`config.mk`:
```
export PLATFORM = sky130hd
export DESIGN_NAME = instr_fetch
export DESIGN_NICKNAME = d
export VERILOG_FILES = /design/src/rtl/instr_fetch.sv
export SDC_FILE = /design/constraint.sdc
export NUM_CORES = 1
export LEC_CHECK = 0
export ABC_AREA = 0
export CORE_ASPECT_RATIO = 1.4
export CORE_MARGIN = 3
export CORE_UTILIZATION = 40
export CTS_CLUSTER_SIZE = 14
export DETAILED_ROUTE_END_ITERATION = 10
export PLACE_DENSITY = 0.78
export SETUP_SLACK_MARGIN = 0.3
export SYNTH_ARGS = -nofsm -noshare
export SYNTH_HDL_FRONTEND = slang
export SYNTH_SLANG_ARGS = --single-unit
```
`constraint.sdc`:
```
create_clock -name clk -period 2.6 [get_ports clk]
set_input_delay 0.39 -clock clk [delete_from_list [all_inputs] [get_ports clk]]
set_output_delay 0.39 -clock clk [all_outputs]
set_load 0.005 [all_outputs]
```
`src/rtl/instr_fetch.sv`:
```
// Instruction fetch unit: one outstanding word read per CPU fetch, held until consumed.
// Optional WAIT timeout is enabled by defining INSTR_FETCH_TIMEOUT_EN.
module instr_fetch #(
    parameter int unsigned TIMEOUT_CYCLES = 16,
    parameter logic [31:0] NOP_WORD       = 32'h0000_0000
) (
    input  logic        clk,
    input  logic        rst,
    input  logic [31:0] pc,
    input  logic        fetch_en,
    input  logic        instr_taken,
    output logic [31:0] instruction,
    output logic        instr_valid,
    output logic        fetch_fault,
    output logic        busy,
    output logic        mem_req,
    output logic [31:0] mem_addr,
    input  logic        mem_ack,
    input  logic [31:0] mem_rdata
);

    if (TIMEOUT_CYCLES < 2 || TIMEOUT_CYCLES > 255) begin : g_bad_timeout
        $error("instr_fetch: TIMEOUT_CYCLES must be in 2..255");
    end

    typedef enum logic [1:0] {
        S_IDLE,
        S_WAIT,
        S_HOLD
    } state_e;

    state_e      state_q, state_d;
    logic [31:0] instruction_q, instruction_d;
    logic [31:0] mem_addr_q, mem_addr_d;
    logic        instr_valid_q, instr_valid_d;
    logic        fetch_fault_q, fetch_fault_d;
    logic        mem_req_q, mem_req_d;
    logic        busy_q, busy_d;

`ifdef INSTR_FETCH_TIMEOUT_EN
    localparam logic [7:0] TIMEOUT_LAST = 8'(TIMEOUT_CYCLES - 1);
    logic [7:0] cnt_q, cnt_d;
`endif

    // Next-state and next-output logic; mem_addr_q doubles as the latched fetch address.
    always_comb begin
        state_d       = state_q;
        instruction_d = instruction_q;
        mem_addr_d    = mem_addr_q;
        instr_valid_d = instr_valid_q;
        fetch_fault_d = fetch_fault_q;
        mem_req_d     = mem_req_q;
        busy_d        = busy_q;
`ifdef INSTR_FETCH_TIMEOUT_EN
        cnt_d         = cnt_q;
`endif
        case (state_q)
            S_IDLE: begin
                if (fetch_en) begin
                    if (pc[1:0] == 2'b00) begin
                        state_d    = S_WAIT;
                        mem_req_d  = 1'b1;
                        busy_d     = 1'b1;
                        mem_addr_d = pc;
`ifdef INSTR_FETCH_TIMEOUT_EN
                        cnt_d      = 8'd0;
`endif
                    end else begin
                        state_d       = S_HOLD;
                        instruction_d = NOP_WORD;
                        fetch_fault_d = 1'b1;
                        instr_valid_d = 1'b1;
                    end
                end
            end
            S_WAIT: begin
                if (mem_ack) begin
                    mem_req_d = 1'b0;
                    busy_d    = 1'b0;
                    // A redirected pc drops the returned word and refetches from IDLE.
                    if (pc == mem_addr_q) begin
                        state_d       = S_HOLD;
                        instruction_d = mem_rdata;
                        fetch_fault_d = 1'b0;
                        instr_valid_d = 1'b1;
                    end else begin
                        state_d = S_IDLE;
                    end
                end
`ifdef INSTR_FETCH_TIMEOUT_EN
                else if (cnt_q == TIMEOUT_LAST) begin
                    state_d       = S_HOLD;
                    mem_req_d     = 1'b0;
                    busy_d        = 1'b0;
                    instruction_d = NOP_WORD;
                    fetch_fault_d = 1'b1;
                    instr_valid_d = 1'b1;
                end else begin
                    cnt_d = cnt_q + 8'd1;
                end
`endif
            end
            S_HOLD: begin
                if (instr_taken) begin
                    state_d       = S_IDLE;
                    instr_valid_d = 1'b0;
                    fetch_fault_d = 1'b0;
                end
            end
            default: begin
                state_d = S_IDLE;
            end
        endcase
    end

    always_ff @(posedge clk or posedge rst) begin
        if (rst) begin
            state_q       <= S_IDLE;
            instruction_q <= NOP_WORD;
            mem_addr_q    <= 32'd0;
            instr_valid_q <= 1'b0;
            fetch_fault_q <= 1'b0;
            mem_req_q     <= 1'b0;
            busy_q        <= 1'b0;
`ifdef INSTR_FETCH_TIMEOUT_EN
            cnt_q         <= 8'd0;
`endif
        end else begin
            state_q       <= state_d;
            instruction_q <= instruction_d;
            mem_addr_q    <= mem_addr_d;
            instr_valid_q <= instr_valid_d;
            fetch_fault_q <= fetch_fault_d;
            mem_req_q     <= mem_req_d;
            busy_q        <= busy_d;
`ifdef INSTR_FETCH_TIMEOUT_EN
            cnt_q         <= cnt_d;
`endif
        end
    end

    assign instruction = instruction_q;
    assign instr_valid = instr_valid_q;
    assign fetch_fault = fetch_fault_q;
    assign busy        = busy_q;
    assign mem_req     = mem_req_q;
    assign mem_addr    = mem_addr_q;

endmodule

```
==> results.sh <==
export IMPL_status="finished clean"
export IMPL_postPlaceCellArea_um2=4500
export IMPL_leakagePower_nw=1.99
export IMPL_route_antenna_remaining_nets=0
export IMPL_path_delay_family="buffers and inverters"
export IMPL_cts_hold_buf=0
export IMPL_grt_pass1_wl_mm=12.3
export IMPL_synthCells=224
export IMPL_arrival_ns=2.30
export IMPL_synthTopCellsByCount="dfrtp_1, a22o_1, xnor2_1"
export IMPL_core_um2=7120
export IMPL_p_seq_share_pct=37.4
export IMPL_drt_vias_per_instance=5.00
export IMPL_dp_slack_ns=0.135
export IMPL_crit_required_ns=2.81
export IMPL_start_util_pct=42.2
export IMPL_post_route_drc_count=0
export IMPL_cp_max_fo=3
export IMPL_grt_pass1_vias=2535
export IMPL_hold_ws_ns=0.423
export IMPL_dr_pass1_iters=4
export IMPL_max_cap_viol_count=0
export IMPL_layout_nets=440
export IMPL_clk_latency_ns=0.33
export IMPL_cpMaxStageDelayCell="clkdlybuf4s50_1"
export IMPL_post_route_util_pct=66.5
export IMPL_swShare_pct=29.1
export IMPL_wire_per_inst_um=16.0
export IMPL_synth_ff_type="dfrtp_1"
export IMPL_path_class="in2reg"
export IMPL_cts_resized=0
export IMPL_final_cells=467
export IMPL_hpwlAfterDp_mm=5.65
export IMPL_max_freq_ghz=0.478
export IMPL_clockPowerShare_pct=24.4
export IMPL_clock_path_buffers=2
export IMPL_wl_mm=7.48
export IMPL_postCtsSetupBuffers=0
export IMPL_busiest_layer="met2"
export IMPL_vias=2334
export IMPL_vdd_drop_max_uv=587
export IMPL_p_switching_mw=1.23
export IMPL_cts_sinks=69
export IMPL_avgSynthCellArea_um2=13.4
export IMPL_synth_area_leaders="dfrtp_1, mux2_2, a22o_1"
export IMPL_setup_viol=0
export IMPL_die_w_um=79.3
export IMPL_use_met2_pct=32.0
export IMPL_rows=36
export IMPL_n_fill_cell=604
export IMPL_synth_fp_nets=297
export IMPL_syn2layout_area_growth_pct=57.5
export IMPL_grtUsageMet1_pct=21.1
export IMPL_placed_cells=451
export IMPL_port_buffers=136
export IMPL_synth_most_common_cell="dfrtp_1"
export IMPL_max_slew_margin_pct=64.0
export IMPL_async_flop_share_pct=100
export IMPL_synth_yosys_warnings=0
export IMPL_cp_cell_sequence="clkdlybuf4s50_1 > xnor2_1 > nand4_1 > nor4_1 > nand2_1 > buf_4 > a21o_1 > mux2_1"
export IMPL_cts_root_buf="clkbuf_8"
export IMPL_fin_ws_ns=0.510
export IMPL_antenna_found_initial=0
export IMPL_synth_top_area_share_pct=57.4
export IMPL_power_density_nw_per_um2=892
export IMPL_final_cell_area_um2=4730
export IMPL_period_needed_ns=2.09
export IMPL_layout_drive_gt1_share_pct=14.2
export IMPL_cp_buffers_inverters=2
export IMPL_drv_slew=0
export IMPL_finalPower_mw=4.22
export IMPL_drtIter0Drc=124
export IMPL_max_slew_worst_pin_slew_ns=0.540
export IMPL_ios=137
export IMPL_synth_distinct_cells=27
export IMPL_pwr_share_comb_pct=38.2
export IMPL_htreeDepth=3
export IMPL_grt_max_degree=33
export IMPL_skew_ns=0.0117
export IMPL_cts_tree="built"
export IMPL_antenna_cells=0
export IMPL_use_met3_pct=5.83
export IMPL_hold_path_class="in2async"
export IMPL_clkTransAtPathRegs_ns=0.07
export IMPL_rsz0062_at_grt="no"
export IMPL_fp_dieArea_um2=8610
export IMPL_synth_seq_cells=69
export IMPL_place_congestion=0.834
export IMPL_critPathMaxStageDelay_ns=0.49
export IMPL_synth_seq_area_share_pct=57.4
export IMPL_synth_edf_count=0
export IMPL_netlist_area_um2=3010
export IMPL_tns_ns=0
export IMPL_internal_power_mw=2.99
export IMPL_start_kind="input pin"
export IMPL_grt_use_total_pct=18.6
export IMPL_setup_worst_path_end_class="register"
export IMPL_die_height_um=109
export IMPL_cts_made_buffers=9
export IMPL_finalCritPeriodShare_pct=80.4
export IMPL_hold_viol=0
export IMPL_gr_total_overflow=0
export IMPL_synth_area_leader_cell="dfrtp_1"
## logic make-up (layout without fill, tap and decap cells)
| group | count (synthesis) | after routing | synth area share [%] |
|---|---|---|---|
| xor+xnor | 32 | 32 | 9.32 |
| buf+inv | 18 | 166 | 3.37 |
| compound gates | 43 | 43 | 11.6 |
| simple gates | 26 | 26 | 4.70 |
| flops | 69 | 69 | 57.4 |
| fa+ha+maj | 4 | 4 | 1.66 |
| mux | 32 | 32 | 11.9 |
## state kept, by name, summed over array words and instances (netlist names)
name         flops
busy             1
fetch_fault      1
instr_valid      1
instruction     32
mem_addr        32
state_q          2
## power groups by stage
stage                     Sequential, mW  Clock [mW]  Combinational (mW)
final                               1.58        1.03                1.61
after global routing                1.63        1.11                1.77
after CTS                           1.58        1.07                1.64
after detailed placement            1.60           0                1.63
after global placement              1.59           0                1.61
after floorplan                     1.60           0               0.817
## routing by layer
metal / vias to the layer above / share of wire [%]
met1: 1136 / 39
met5: - / 0
met2: 98 / 52
met4: 0 / 1.7
met3: 11 / 7.9
li1: 1089 / -
## path summary, 6_finish.rpt
check                                      startpoint                     endpoint  slack (ns)  cells past startpoint
max in group asynchronous                         rst  instruction[30]$_DFFE_PP0P_        1.48                      3
setup / recovery                               pc[19]      instr_valid$_DFFE_PP0P_        0.51                      8
min in group clk           instruction[1]$_DFFE_PP0P_   instruction[1]$_DFFE_PP0P_        0.50                      1
hold reg to reg            instruction[1]$_DFFE_PP0P_   instruction[1]$_DFFE_PP0P_        0.50                      1
setup reg to reg             mem_addr[19]$_DFFE_PP0P_      instr_valid$_DFFE_PP0P_        0.60                      7
hold / removal                                    rst     mem_addr[20]$_DFFE_PP0P_        0.42                      2
## cell type report
| class | instances | area [um2] | area share, % |
|---|---|---|---|
| multi-input cells | 137 | 1180 | 25.0 |
| clock inverters | 5 | 108 | 2.27 |
| flip-flops and latches | 69 | 1730 | 36.5 |
| well taps | 95 | 119 | 2.51 |
| inverters | 7 | 26.3 | 0.555 |
| clock buffers | 11 | 131 | 2.77 |
| repair buffers | 143 | 1440 | 30.4 |
## placed cells by master (no fill, tap or decap), types with 3 or more instances in the layout
cell type and instances:
dfrtp_1 69, clkdlybuf4s50_1 136, inv_1 5, nand4_1 8, buf_4 5, a22o_1 32
clkbuf_8 9, o21ai_0 5, mux2_2 30, bufinv_16 3, ha_1 4, nand2_1 8
xnor2_1 32
No activity file was read; power rests on OpenSTA's default activity.
